===== config.mk =====
export PLATFORM = sky130hd
export DESIGN_NAME = msrv_32_store_unit
export DESIGN_NICKNAME = d
export VERILOG_FILES = /design/src/rtl/msrv_32_pkg.sv /design/src/rtl/msrv_32_store_lane_gen.sv /design/src/rtl/msrv_32_store_unit.sv
export SDC_FILE = /design/constraint.sdc
export NUM_CORES = 1
export LEC_CHECK = 0
export CAP_MARGIN = 0
export CELL_PAD_IN_SITES_DETAIL_PLACEMENT = 1
export CELL_PAD_IN_SITES_GLOBAL_PLACEMENT = 2
export CORE_MARGIN = 2
export CORE_UTILIZATION = 28
export DETAILED_ROUTE_END_ITERATION = 8
export PLACE_DENSITY = 0.9
export SYNTH_ARGS = -nofsm -noshare
export SYNTH_HDL_FRONTEND = slang
export SYNTH_SLANG_ARGS = --single-unit
export TNS_END_PERCENT = 5

===== constraint.sdc =====
create_clock -name clk_in -period 3.06 [get_ports clk_in]
set_input_delay 0.459 -clock clk_in [delete_from_list [all_inputs] [get_ports clk_in]]
set_output_delay 0.459 -clock clk_in [all_outputs]
set_load 0.05 [all_outputs]

===== src/rtl/msrv_32_pkg.sv =====
// Shared constants and types for the msrv_32 data-memory write path.
package msrv_32_pkg;

    // Store-unit FSM encoding
    localparam logic [0:0] ST_IDLE = 1'b0;
    localparam logic [0:0] ST_REQ  = 1'b1;

    // Store size codes (funct3[1:0]); 2'b11 falls through to word
    localparam logic [1:0] SZ_B = 2'b00;
    localparam logic [1:0] SZ_H = 2'b01;
    localparam logic [1:0] SZ_W = 2'b10;

    // Byte-enable patterns
    localparam logic [3:0] MASK_B0  = 4'b0001;
    localparam logic [3:0] MASK_HLO = 4'b0011;
    localparam logic [3:0] MASK_HHI = 4'b1100;
    localparam logic [3:0] MASK_W   = 4'b1111;

    // One captured store as it is presented on the bus
    typedef struct packed {
        logic [31:0] addr;
        logic [31:0] data;
        logic [3:0]  mask;
    } store_t;

endpackage


===== src/rtl/msrv_32_store_lane_gen.sv =====
// Byte-lane steering for stores: size + low address bits -> byte enables and
// lane-replicated data. Misaligned halfword/word requests never reach here,
// so a[0] is ignored for halfwords and a[1:0] for words.
module msrv_32_store_lane_gen
    import msrv_32_pkg::*;
(
    input  logic [1:0]  i_funct3,
    input  logic [1:0]  i_addr_lo,
    input  logic [31:0] i_rs2,
    output logic [3:0]  o_mask,
    output logic [31:0] o_data
);

    // Replicate the source bytes into every lane and pick the enables
    always_comb begin
        o_mask = MASK_W;
        o_data = i_rs2;
        case (i_funct3)
            SZ_B: begin
                o_mask = MASK_B0 << i_addr_lo;
                o_data = {4{i_rs2[7:0]}};
            end
            SZ_H: begin
                o_mask = i_addr_lo[1] ? MASK_HHI : MASK_HLO;
                o_data = {2{i_rs2[15:0]}};
            end
            default: ;
        endcase
    end

endmodule


===== src/rtl/msrv_32_store_unit.sv =====
// Data-memory write port: captures one store from the decoder, holds it on
// the bus until ack, stalls the pipeline meanwhile, and gives up with a
// one-cycle bus_err_out pulse after TIMEOUT unacknowledged request cycles.
module msrv_32_store_unit
    import msrv_32_pkg::*;
#(
    parameter int TIMEOUT = 16,
    parameter int CNT_W   = 5
) (
    input  logic        clk_in,
    input  logic        rst_in,
    input  logic        mem_wr_req_in,
    input  logic [1:0]  funct3_in,
    input  logic [31:0] iadder_in,
    input  logic [31:0] rs2_in,
    input  logic        dm_ack_in,
    output logic        dm_wr_req_out,
    output logic [31:0] dm_addr_out,
    output logic [31:0] dm_data_out,
    output logic [3:0]  dm_wr_mask_out,
    output logic        stall_out,
    output logic        bus_err_out
);

    logic [0:0]       r_state;
    logic [CNT_W-1:0] r_cnt;
    store_t           r_st;
    logic             r_bus_err;

    logic             w_in_req;
    logic             w_capture;
    logic             w_timeout;
    logic             w_done;
    logic [3:0]       w_mask;
    logic [31:0]      w_data;

    msrv_32_store_lane_gen u_lane_gen (
        .i_funct3  (funct3_in),
        .i_addr_lo (iadder_in[1:0]),
        .i_rs2     (rs2_in),
        .o_mask    (w_mask),
        .o_data    (w_data)
    );

    assign w_in_req  = (r_state == ST_REQ);
    assign w_capture = (r_state == ST_IDLE) && mem_wr_req_in;
    // Ack has priority: a timeout only counts when the bus stayed silent
    assign w_timeout = w_in_req && !dm_ack_in && (r_cnt == CNT_W'(TIMEOUT - 1));
    assign w_done    = w_in_req && (dm_ack_in || w_timeout);

    // IDLE -> REQ on capture, back to IDLE on ack or timeout
    always_ff @(posedge clk_in or negedge rst_in) begin
        if (!rst_in)        r_state <= ST_IDLE;
        else if (w_capture) r_state <= ST_REQ;
        else if (w_done)    r_state <= ST_IDLE;
    end

    // Count unacknowledged request cycles; cleared on every new capture
    always_ff @(posedge clk_in or negedge rst_in) begin
        if (!rst_in)                r_cnt <= '0;
        else if (w_capture)         r_cnt <= '0;
        else if (w_in_req && !w_done) r_cnt <= r_cnt + 1'b1;
    end

    // Bus payload is latched once per store and held until the next capture
    always_ff @(posedge clk_in or negedge rst_in) begin
        if (!rst_in)        r_st <= '0;
        else if (w_capture) r_st <= '{addr: {iadder_in[31:2], 2'b00}, data: w_data, mask: w_mask};
    end

    // Error pulse lands the cycle after the abort
    always_ff @(posedge clk_in or negedge rst_in) begin
        if (!rst_in) r_bus_err <= 1'b0;
        else         r_bus_err <= w_timeout;
    end

    assign dm_wr_req_out  = w_in_req;
    assign dm_addr_out    = r_st.addr;
    assign dm_data_out    = r_st.data;
    assign dm_wr_mask_out = r_st.mask;
    assign bus_err_out    = r_bus_err;
    // Gated by reset so every output reads 0 while reset is held
    assign stall_out      = rst_in && (w_capture || (w_in_req && !w_done));

endmodule

# --- Word level (Yosys, flattened, before mapping) ---
# Index checks and enable logic that the tools add are counted.
word_totals:
  regBits: 73
  input_bits: 70
  out_inout_bits: 71
  word_cells: 31
classes:
  n_addsub: 1
  eq_ne: 2
  n_shift: 1
  muxes: 7
  bitwise: 1
  reduce_logical: 13
op_table:
  columns: ["cell", "count"]
  rows:
  - ["$pmux W32 S2", 1]
  - ["$mux W5", 2]
  - ["$pmux W4 S2", 1]
  - ["$logic_and A1 B1 Y1", 6]
  - ["$add A5 B1 Y5 const B", 1]
  - ["$eq A5 B4 Y1 const B", 1]
  - ["$mux W4", 1]
  - ["$reduce_bool A2 Y1", 2]
  - ["$shl A1 B2 Y4 const A", 1]
  - ["$eq A2 B1 Y1 const B", 1]
  - ["$logic_not A1 Y1", 2]
  - ["$logic_not A2 Y1", 1]
  - ["$logic_or A1 B1 Y1", 2]
  - ["$mux W1", 2]
  - ["$not A1 Y1", 1]

# --- Longest topological paths before layout ---
# Gate-level depths: netlist of run 1.
depth:
  depth_word: 9
  mapped_depth: 7
  ltp_nobuf: 6

# --- Modules after synthesis ---
# A second synthesis of run 1 with hierarchy kept.
hier_totals:
  hier_cells: 374
  hier_area_um2: 3358.2
modules_own_cells:
  columns: ["mod", "n_inst", "cells_per_inst", "area_per_inst_um2", "seq_area_each_um2"]
  rows:
  - ["msrv_32_store_unit", 1, 314, 2834.0, 1826.8]
  - ["msrv_32_store_lane_gen", 1, 60, 524.3, 0.0]

# --- Least setup slack after synthesis of run 1 ---
# OpenSTA, ideal clock, no wires.
synth_path:
  kind: "flip-flop to output port"
  from: "register r_cnt[0]"
  to: "output port stall_out"
  arrival_time_ps: 1823
  t_required_ps: 2601
  setup_slack_ps: 778
  stages_incl_launch_ff: 7
  path_buffers: 0
  cell_sequence: "dfrtp_1 ha_1 and3_1 ha_1 or3b_1 nand2_1 and2_1"
synth_via:
  elab_chain_len: 8
synth_lines:
  columns: ["element", "line", "text"]
  rows:
  - ["from (decl)", "msrv_32_store_unit.sv:26", "logic [CNT_W-1:0] r_cnt;"]
  - ["from (signal assigned)", "msrv_32_store_unit.sv:62", "else if (w_in_req && !w_done) r_cnt <= r_cnt + 1'b1;"]
  - ["$eq A5 B4 Y1", "msrv_32_store_unit.sv:48", "assign w_timeout = w_in_req && !dm_ack_in && (r_cnt == CNT_W'(TIMEOUT - 1));"]
  - ["$logic_and A1 B1 Y1", "msrv_32_store_unit.sv:48", null]
  - ["$logic_or A1 B1 Y1", "msrv_32_store_unit.sv:49", "assign w_done = w_in_req && (dm_ack_in || w_timeout);"]
  - ["$logic_and A1 B1 Y1", "msrv_32_store_unit.sv:49", null]
  - ["$logic_not A1 Y1", "msrv_32_store_unit.sv:83", "assign stall_out = rst_in && (w_capture || (w_in_req && !w_done));"]
  - ["$logic_and A1 B1 Y1", "msrv_32_store_unit.sv:83", null]
  - ["$logic_or A1 B1 Y1", "msrv_32_store_unit.sv:83", null]
  - ["$logic_and A1 B1 Y1", "msrv_32_store_unit.sv:83", null]
  - ["to (decl)", "msrv_32_store_unit.sv:21", "output logic stall_out,"]
# Every way passes these cells.

# --- Worst setup path in the final report of run 1 ---
# Ends and elaborated chain as after synthesis.

==> summary.txt, run 1 <==
Global routing
  – Number of global-route vias before repair: 2668
  – Global-route wire length before repair: 13700 µm
  – Total Routing Usage GR: 0.152
  – Initial antenna violation count: 0
  – GRT met2 Usage: 0.258
  – Met1 track utilization from global routing: 0.177
  – Highest-utilization routing layer at the global route stage: met2
  – Maximum number of pins on one net before global-route repair: 57
  – Aggregate global routing overflow: 0
  – Global-route met3 utilization: 0.0488

Run
  – Max cap viols: 0

Synthesis
  – Cell count after synthesis: 248
  – Main synth FF type: sky130_fd_sc_hd__dfrtp_1
  – Synthesis Warnings: 0
  – Share of the synthesized area in the top cell type: 0.578
  – Share of synthesized area occupied by flip-flops and latches: 0.578
  – Avg Synthesized Cell Area: 12.7 µm²
  – Number of library cell types mapped by synthesis: 27
  – Cell area after technology mapping: 3160 µm²
  – Biggest area contributors in the synthesized netlist: sky130_fd_sc_hd__dfrtp_1, sky130_fd_sc_hd__mux2_2, sky130_fd_sc_hd__mux2i_1
  – Synth Register Bits: 73
  – Number of enable flip-flop cells after synthesis: 0
  – Asr flop ratio synth: 1.00
  – Synth area leader: sky130_fd_sc_hd__dfrtp_1

Setup path
  – Kind of critical path: reg -> out
  – Highest net fanout along the worst path: 11
  – CP endpoint kind: primary output
  – Startpoint class of the critical path: register
  – Data required time of the critical path: 2.60 ns
  – Endpoint of the lowest-slack register-to-register path: r_cnt[3]
  – Worst r2r src: r_cnt[0]
  – R2R depth: 6
  – Register-to-register setup slack: 1.06 ns
  – Endpoint arrival time on the critical path: 2.35 ns

Routing
  – Antenna violation net count after detailed routing: 0
  – Total wirelength of the detailed-routed design: 8760 µm
  – DR DRC count: 0
  – Via count normalized by instance count: 4.47
  – Number of design-rule violations left by the first detailed-router iteration: 60
  – Post-DR wirelength/cell: 16.5 µm
  – Pre-Repair DR Iteration Count: 4
  – Routed vias: 2372

Clocking
  – TritonCTS clock tree: yes
  – Hold-fix buffers at CTS: 0
  – Worst-path clk slew: 0.06 ns
  – Bufs on Longest Clock Path: 2
  – Cts repair resizes: 0
  – Number of buffers inserted by post-CTS setup repair: 0
  – Clk root buf: sky130_fd_sc_hd__clkbuf_16
  – Maximum level of the CTS H-tree: 3
  – Number of clock sinks seen by CTS: 73
  – Clock latency at the later pin of the worst-skew pair: 0.33 ns
  – Clock buffers created by TritonCTS: 9

STA
  – Number of pins with negative max-slew slack in the final report: 0
  – Endpoints failing setup: 0
  – Worst-case clock skew: 0.00691 ns
  – Relative slew slack: 0.569
  – Final Hold Vio Count: 0
  – Worst Hold Slack: 0.0788 ns
  – Measured slew at the worst slew-check pin: 0.644 ns
  – Min cycle time layout: 2.81 ns
  – Setup total negative slack: 0 ns
  – Max Clock Freq: 355 MHz
  – Unrepaired setup endpoints after global routing: false
  – Final WS setup: 0.246 ns
  – Final critical-path share of the clock period: 0.920

Power
  – Worst vdd rail ir drop: 0.000311 V
  – Leak pwr: 2.11 nW
  – Power per standard cell area: 791 nW/µm²

Final layout
  – Area growth from synthesis to final layout: 56.2%
  – Antenna Cells: 0
  – Storage element area: 1830 µm²
  – Layout fillers: 1190
  – Non-filler instance count after layout: 531
  – Multi-input gate area: 1210 µm²
  – Layout cell share with drive strength beyond 1: 0.169
  – Final layout net count: 458

Die
  – Starting density of the core: 0.289
  – I/O pin total: 141
  – Placeable core region: 10900 µm²
  – Die height: 110 µm
  – Core Rows: 38
  – Area of the die: 12200 µm²
  – Width of the die: 110 µm

Placement
  – Detailed-placement wirelength estimate: 6600 µm
  – Count of input and output buffers: 138
  – Final weighted congestion in routability-driven placement: 0.774
  – Pre-CTS worst setup slack: 0.582 ns
  – Post-placement cell count: 515

Run status
  – Outcome: finished clean

Worst hold path
  – Min-delay worst type: in -> async
==> worst max path at each step <==
stage	startpoint	endpoint	slack (ns)	cells after the start
final	r_cnt[0]	stall_out	0.25	7
after global routing	r_cnt[0]	stall_out	0.12	7
after CTS	r_cnt[0]	stall_out	0.22	7
after detailed placement	r_cnt[0]	stall_out	0.58	7
after global placement	r_cnt[0]	stall_out	0.69	7
after floorplan	r_cnt[0]	stall_out	0.78	6
==> Yosys cell counts (2+ instances only) <==
master / number
sky130_fd_sc_hd__a21oi_1: 5
sky130_fd_sc_hd__buf_6: 5
sky130_fd_sc_hd__mux2_1: 8
sky130_fd_sc_hd__mux2i_1: 24
sky130_fd_sc_hd__dfrtp_1: 73
sky130_fd_sc_hd__buf_4: 2
sky130_fd_sc_hd__inv_1: 3
sky130_fd_sc_hd__o21ai_1: 8
sky130_fd_sc_hd__ha_1: 2
sky130_fd_sc_hd__o21ai_0: 23
sky130_fd_sc_hd__buf_2: 8
sky130_fd_sc_hd__nand3_1: 4
sky130_fd_sc_hd__nand2b_1: 4
sky130_fd_sc_hd__mux2_2: 38
sky130_fd_sc_hd__nand2_1: 29
==> area by class of cell <==
type	instances	area share
timing repair buffer	143	0.286
tap	140	0.0355
clock inverter	7	0.0144
inverter	3	0.00228
multi-input combinational	156	0.246
sequential	73	0.370
clock buffer	9	0.0456
==> sequential cells by signal, indices dropped and copies added, names as in the netlist <==
signal,flops
dm_data_out,32
dm_addr_out,30
r_cnt,5
dm_wr_mask_out,4
bus_err_out,1
dm_wr_req_out,1
==> through the flow <==
| step | power [mW] | utilization | instance area, µm² |
|---|---|---|---|
| 4_1_cts | 3.96 | 0.451 | 4940 |
| 6_report | 3.90 | 0.451 | 4940 |
| 5_1_grt | 4.10 | 0.451 | 4940 |
| 2_1_floorplan | 2.29 | - | 3160 |
| 3_3_place_gp | 2.86 | 0.424 | 4640 |
| 3_5_place_dp | 2.90 | 0.424 | 4640 |
==> cell usage in the layout (no fill, tap or decap), drive strengths merged, types with 2 or more instances in the layout <==
cell type / count
a21oi: 5
buf: 7
clkbuf: 9
clkdlybuf4s50: 136
clkinv: 6
conb: 2
dfrtp: 73
ha: 2
inv: 3
mux2: 46
mux2i: 24
nand2: 29
nand2b: 4
nand3: 4
o21ai: 31
==> worst max-delay path, stage by stage, from the launching register on <==
cell and delay, ns:
sky130_fd_sc_hd__dfrtp_1 0.41, sky130_fd_sc_hd__ha_1 0.23, sky130_fd_sc_hd__and3_1 0.19, sky130_fd_sc_hd__ha_1 0.18, sky130_fd_sc_hd__or3b_1 0.53, sky130_fd_sc_hd__nand2_1 0.16, sky130_fd_sc_hd__and2_1 0.13, sky130_fd_sc_hd__buf_4 0.19
==> kinds of logic after synthesis <==
| family | count (synthesis) | synth area share |
|---|---|---|
| AOI/OAI and AO/OA | 39 | 0.0677 |
| adders and majority gates | 2 | 0.00792 |
| buffers and inverters | 20 | 0.0416 |
| DFF | 73 | 0.578 |
| muxes | 70 | 0.240 |
| other | 1 | 0.00119 |
| and+or+nand+nor | 43 | 0.0637 |
==> metal layers <==
metal	vias to the layer above	routed length, µm
li1	1133	-
met1	1133	3590
met2	94	4230
met3	12	794
met4	0	147
met5	-	0
==> power by group <==
| part | switching, mW | total (mW) | internal [mW] |
|---|---|---|---|
| logic | 1.00 | 1.58 | 0.572 |
| registers | 0.111 | 1.29 | 1.17 |
| clock network | 0.412 | 1.04 | 0.631 |
Power figures use the tool's default switching activity.
==> inputs of run 2 (changes only) <==
CELL_PAD_IN_SITES_DETAIL_PLACEMENT = not set   (was 1)
CELL_PAD_IN_SITES_GLOBAL_PLACEMENT = not set   (was 2)
CORE_UTILIZATION = 30   (was 28)
PLACE_DENSITY = 0.65   (was 0.9)
==> summary.txt, run 2 (synthesized netlist as in run 1, its figures left out) <==
Die
  – Starting density of the core: 0.308 (+0.0185)
  – Core Rows: 37 (-2.6%)
  – Die height: 107 µm (-3.3%)
  – I/O pin total: 141 (unchanged)
  – Area of the die: 11400 µm² (-6.4%)
  – Width of the die: 107 µm (-3.3%)
  – Placeable core region: 10300 µm² (-6.0%)

Clocking
  – Bufs on Longest Clock Path: 2 (unchanged)
  – Number of clock sinks seen by CTS: 73 (unchanged)
  – Clock latency at the later pin of the worst-skew pair: 0.33 ns (about the same)
  – TritonCTS clock tree: yes
  – Maximum level of the CTS H-tree: 3 (unchanged)
  – Cts repair resizes: 0 (unchanged)
  – Hold-fix buffers at CTS: 0 (unchanged)
  – Clk root buf: sky130_fd_sc_hd__clkbuf_8
  – Number of buffers inserted by post-CTS setup repair: 0 (unchanged)
  – Clock buffers created by TritonCTS: 9 (unchanged)
  – Worst-path clk slew: 0.08 ns (+0.02 ns)

STA
  – Relative slew slack: 0.363 (-0.206)
  – Final critical-path share of the clock period: 0.912 (-0.00765)
  – Measured slew at the worst slew-check pin: 0.955 ns (+0.311 ns)
  – Unrepaired setup endpoints after global routing: false
  – Number of pins with negative max-slew slack in the final report: 0 (unchanged)
  – Worst-case clock skew: 0.00849 ns (+0.00158 ns)
  – Endpoints failing setup: 0 (unchanged)
  – Min cycle time layout: 2.79 ns (-0.0234 ns)
  – Final Hold Vio Count: 0 (unchanged)
  – Setup total negative slack: 0 ns (unchanged)
  – Max Clock Freq: 358 MHz (+0.84%)

Setup path
  – Launch point of the worst path: r_cnt[0]
  – Startpoint class of the critical path: register
  – Endpoint of the lowest-slack register-to-register path: r_cnt[3]
  – Worst r2r src: r_cnt[0]
  – Highest net fanout along the worst path: 11 (unchanged)
  – Data required time of the critical path: 2.60 ns (about the same)
  – Kind of critical path: reg -> out
  – Register-to-register setup slack: 1.10 ns (+0.04 ns)
  – CP endpoint kind: primary output
  – Endpoint arrival time on the critical path: 2.33 ns (-0.02 ns)
  – R2R depth: 6 (unchanged)

Routing
  – Post-DR wirelength/cell: 14.9 µm (-9.6%)
  – Total wirelength of the detailed-routed design: 7830 µm (-11%)
  – Routed vias: 2335 (-1.6%)
  – Pre-Repair DR Iteration Count: 4 (unchanged)
  – DR DRC count: 0 (unchanged)
  – Number of design-rule violations left by the first detailed-router iteration: 83 (+38%)
  – Via count normalized by instance count: 4.45 (-0.43%)
  – Antenna violation net count after detailed routing: 0 (unchanged)

Final layout
  – Final layout net count: 456 (-0.44%)
  – Commonest cells after routing, fill and taps aside: sky130_fd_sc_hd__clkdlybuf4s50_1, sky130_fd_sc_hd__dfrtp_1, sky130_fd_sc_hd__mux2_2, sky130_fd_sc_hd__nand2_1, sky130_fd_sc_hd__mux2i_1
  – Antenna Cells: 0 (unchanged)
  – Layout cell share with drive strength beyond 1: 0.165 (-0.00427)
  – Layout fillers: 985 (-17%)
  – Most common cell after layout, fill and taps aside: sky130_fd_sc_hd__clkdlybuf4s50_1
  – Area growth from synthesis to final layout: 54.2%
  – Post-route cell area: 4870 µm² (-1.3%)
  – Largest register FFs: 32 (unchanged)
  – Multi-input gate area: 1210 µm² (unchanged)
  – Non-filler instance count after layout: 525 (-1.1%)
  – Storage element area: 1830 µm² (unchanged)

Run status
  – Outcome: finished clean

Worst hold path
  – Min-delay worst type: in -> async

Global routing
  – Total Routing Usage GR: 0.142 (-0.0109)
  – Aggregate global routing overflow: 0 (unchanged)
  – Number of global-route vias before repair: 2480 (-7.0%)
  – Initial antenna violation count: 0 (unchanged)
  – Global-route wire length before repair: 12600 µm (-8.5%)
  – Maximum number of pins on one net before global-route repair: 74 (+30%)

Power
  – Power per standard cell area: 761 nW/µm² (-3.8%)
  – Worst vdd rail ir drop: 0.000313 V (+0.68%)
  – Leak pwr: 2.07 nW (-1.7%)

Placement
  – Final weighted congestion in routability-driven placement: 0.693 (-10%)
  – Detailed-placement wirelength estimate: 5560 µm (-16%)
  – Instance area after placement: 4650 µm² (+0.11%)
  – Count of input and output buffers: 138 (unchanged)
  – Post-placement cell count: 509 (-1.2%)

Run
  – Max cap viols: 0 (unchanged)
-- run 2: cell types whose count changed in the layout (fill, tap and decap cells not counted), moves of 2 or more --
cell / before / now
sky130_fd_sc_hd__clkbuf_8: 0 / 10
sky130_fd_sc_hd__clkbuf_16: 9 / 0
sky130_fd_sc_hd__buf_4: 7 / 3
sky130_fd_sc_hd__buf_12: 0 / 2
sky130_fd_sc_hd__clkinv_2: 3 / 1
sky130_fd_sc_hd__clkinv_4: 3 / 1
-- run 2: metrics by stage --
step / setup slack, ns / power (mW) / utilization / hold slack [ns]
6_report: 0.270 / 3.71 / 0.474 / 0.342
3_3_place_gp: 0.681 / 2.86 / 0.452 / 0.461
2_1_floorplan: 0.778 / 2.29 / - / 0.163
3_5_place_dp: 0.628 / 2.88 / 0.452 / 0.469
4_1_cts: 0.250 / 3.76 / 0.474 / 0.389
5_1_grt: 0.129 / 3.90 / 0.474 / 0.420
-- run 2: routing by layer --
layer / vias up / track usage / routed length, µm
met5: - / 0 / 0
met2: 81 / 0.222 / 3630
met1: 1120 / 0.191 / 3600
met4: 0 / 0.0445 / 53
met3: 6 / 0.0389 / 550
li1: 1128 / - / -
-- run 2: worst max-delay path, stage by stage (launching register included) --
cell and delay (ns):
sky130_fd_sc_hd__dfrtp_1 0.41, sky130_fd_sc_hd__ha_1 0.23, sky130_fd_sc_hd__and3_1 0.19, sky130_fd_sc_hd__ha_1 0.18
sky130_fd_sc_hd__or3b_1 0.53, sky130_fd_sc_hd__nand2_1 0.15, sky130_fd_sc_hd__and2_1 0.18, sky130_fd_sc_hd__buf_12 0.14
-- run 2: layout make-up --
cell class,count,share of cell area
Sequential cell,73,0.375
Timing Repair Buffer,141,0.292
Multi-Input combinational cell,156,0.249
Tap cell,136,0.0349
Clock buffer,10,0.0282
Clock inverter,6,0.0185
Inverter,3,0.00231
-- run 2: power breakdown --
group          internal (mW)  switching (mW)
logic                  0.576           0.996
clock network          0.485           0.374
registers               1.17           0.106
total                   2.23            1.48
-- run 2: worst max-delay path by stage --
stage / endpoint / slack, ns
global route: stall_out / 0.13
floorplan: stall_out / 0.78
CTS: stall_out / 0.25
finish: stall_out / 0.27
detailed placement: stall_out / 0.63
global placement: stall_out / 0.68
==> inputs of run 3 (changes only) <==
CORE_MARGIN = 4   (was 2)
CTS_CLUSTER_SIZE = 16   (was not set)
==> summary.txt, run 3 (synthesized netlist as in run 1, its figures left out) <==
Clocking
  – Number of clock sinks seen by CTS: 73 (unchanged)
  – Cts repair resizes: 0 (unchanged)
  – Clk root buf: sky130_fd_sc_hd__clkbuf_8
  – Bufs on Longest Clock Path: 2 (unchanged)
  – Worst-path clk slew: 0.08 ns (about the same)
  – TritonCTS clock tree: yes
  – Maximum level of the CTS H-tree: 3 (unchanged)
  – Hold-fix buffers at CTS: 0 (unchanged)
  – Clock latency at the later pin of the worst-skew pair: 0.33 ns (about the same)
  – Clock buffers created by TritonCTS: 9 (unchanged)
  – Number of buffers inserted by post-CTS setup repair: 0 (unchanged)

Routing
  – Total wirelength of the detailed-routed design: 8070 µm (+3.1%)
  – Via count normalized by instance count: 4.47 (+0.41%)
  – Number of design-rule violations left by the first detailed-router iteration: 50 (-40%)
  – Post-DR wirelength/cell: 15.3 µm (+2.9%)
  – DR DRC count: 0 (unchanged)
  – Pre-Repair DR Iteration Count: 4 (unchanged)
  – Antenna violation net count after detailed routing: 0 (unchanged)
  – Routed vias: 2349 (+0.60%)
  – Amount of wire on met2 after detailed routing: 3830 µm (+5.5%)
  – Routed wire length on met3: 649 µm (+18%)
  – Routed length on met1: 3530 µm (-1.9%)
  – Highest metal layer with signal wires: met4

STA
  – Number of pins with negative max-slew slack in the final report: 0 (unchanged)
  – Worst Hold Slack: 0.0741 ns (-0.268 ns)
  – Final critical-path share of the clock period: 0.908 (-0.00346)
  – Final Hold Vio Count: 0 (unchanged)
  – Min cycle time layout: 2.78 ns (-0.0106 ns)
  – Endpoints failing setup: 0 (unchanged)
  – Measured slew at the worst slew-check pin: 0.580 ns (-0.374 ns)
  – Max Clock Freq: 360 MHz (+0.38%)
  – Worst-case clock skew: 0.00723 ns (-0.00127 ns)
  – Relative slew slack: 0.612 (+0.248)
  – Setup total negative slack: 0 ns (unchanged)
  – Unrepaired setup endpoints after global routing: false

Setup path
  – Max stage delay cell, worst path: sky130_fd_sc_hd__or3b_1
  – Kind of critical path: reg -> out
  – Data required time of the critical path: 2.60 ns (about the same)
  – Crit path largest cell delay: 0.51 ns (-0.02 ns)
  – CP endpoint kind: primary output
  – Worst path cell trace: ha_1 > and3_1 > ha_1 > or3b_1 > nand2_1 > and2_1 > buf_4
  – Highest net fanout along the worst path: 11 (unchanged)
  – Most used cell along the critical path: sky130_fd_sc_hd__ha_1
  – Startpoint class of the critical path: register
  – Endpoint arrival time on the critical path: 2.32 ns (about the same)

Run
  – Max cap viols: 0 (unchanged)

Power
  – Total power draw: 3.76 mW (+1.4%)
  – Worst vdd rail ir drop: 0.000286 V (-8.6%)
  – Leak pwr: 2.07 nW (+0.11%)
  – Power per standard cell area: 772 nW/µm² (+1.5%)

Final layout
  – Post-route cell area: 4870 µm² (about the same)
  – Antenna Cells: 0 (unchanged)
  – Largest register FFs: 32 (unchanged)
  – Commonest cells after routing, fill and taps aside: sky130_fd_sc_hd__clkdlybuf4s50_1, sky130_fd_sc_hd__dfrtp_1, sky130_fd_sc_hd__mux2_2, sky130_fd_sc_hd__nand2_1, sky130_fd_sc_hd__mux2i_1
  – Layout cell share with drive strength beyond 1: 0.164 (-0.000422)
  – Most common cell after layout, fill and taps aside: sky130_fd_sc_hd__clkdlybuf4s50_1
  – Final layout net count: 457 (+0.22%)
  – Area growth from synthesis to final layout: 54.2% (about the same)

Die
  – I/O pin total: 141 (unchanged)
  – Width of the die: 111 µm (+3.8%)
  – Die height: 111 µm (+3.8%)
  – Placeable core region: 10300 µm² (unchanged)
  – Core Rows: 37 (unchanged)
  – Area of the die: 12200 µm² (+7.6%)
  – Starting density of the core: 0.308 (unchanged)

Placement
  – Final weighted congestion in routability-driven placement: 0.732 (+5.6%)
  – Detailed-placement wirelength estimate: 6020 µm (+8.2%)
  – Instance area after placement: 4630 µm² (-0.38%)
  – Count of input and output buffers: 138 (unchanged)

Global routing
  – Number of global-route vias before repair: 2576 (+3.9%)
  – Global-route wire length before repair: 13300 µm (+6.2%)
  – Initial antenna violation count: 0 (unchanged)
  – Maximum number of pins on one net before global-route repair: 58 (-22%)
  – Total Routing Usage GR: 0.135 (-0.00615)
  – Aggregate global routing overflow: 0 (unchanged)

Run status
  – Outcome: finished clean

Worst hold path
  – Min-delay worst type: in -> async
[run 3: changes by cell type in the layout (fill, tap and decap cells not counted)]
| cell | before | now |
|---|---|---|
| sky130_fd_sc_hd__buf_4 | 3 | 6 |
| sky130_fd_sc_hd__buf_12 | 2 | 0 |
| sky130_fd_sc_hd__clkbuf_1 | 0 | 1 |
| sky130_fd_sc_hd__bufinv_16 | 2 | 3 |
| sky130_fd_sc_hd__clkinv_4 | 1 | 0 |
| sky130_fd_sc_hd__inv_6 | 1 | 0 |
[run 3: critical path, delay by kind of cell (launching register included)]
family / cells / cell delay (ns)
flip-flops: 1 / 0.41
adder cells (fa/ha/maj): 2 / 0.42
buffers and inverters: 1 / 0.19
AND/OR/NAND/NOR: 4 / 0.97
[run 3: final timing paths]
check / startpoint / end / slack, ns / cells after the start
worst max register to register: r_cnt[0] / r_cnt[3] / 1.11 / 6
min in group clk_in: dm_data_out[19] / dm_data_out[19] / 0.48 / 2
worst min-delay path: rst_in / r_cnt[4] / 0.07 / 1
max in group asynchronous: rst_in / dm_addr_out[17] / 2.09 / 2
worst min register to register: dm_data_out[19] / dm_data_out[19] / 0.48 / 2
worst max-delay path: r_cnt[0] / stall_out / 0.28 / 7
[run 3: per-layer routing]
layer  track usage  vias up
met5             0        -
met4        0.0509        0
li1              -     1129
met1         0.168     1122
met2         0.214       92
met3        0.0526        6
[run 3: final cells by class]
class / count / area (µm²)
Clock buffer: 11 / 141
Multi-Input combinational cell: 156 / 1210
Timing Repair Buffer: 142 / 1410
Fill cell: 989 / 5410
Clock inverter: 5 / 103
Inverter: 3 / 11.3
Sequential cell: 73 / 1830
Tap cell: 136 / 170
[run 3: power by group]
part	internal (mW)	switching [mW]
clock network	0.563	0.355
registers	1.17	0.104
logic	0.571	0.997
total	2.31	1.46
[run 3: per-stage QoR]
step                utilization  worst slack (ns)  cells
finish                    0.474             0.280    526
global route              0.474             0.119    526
CTS                       0.474             0.239    526
detailed placement        0.450             0.636    510
global placement          0.450             0.697    510
floorplan                     -             0.778    249
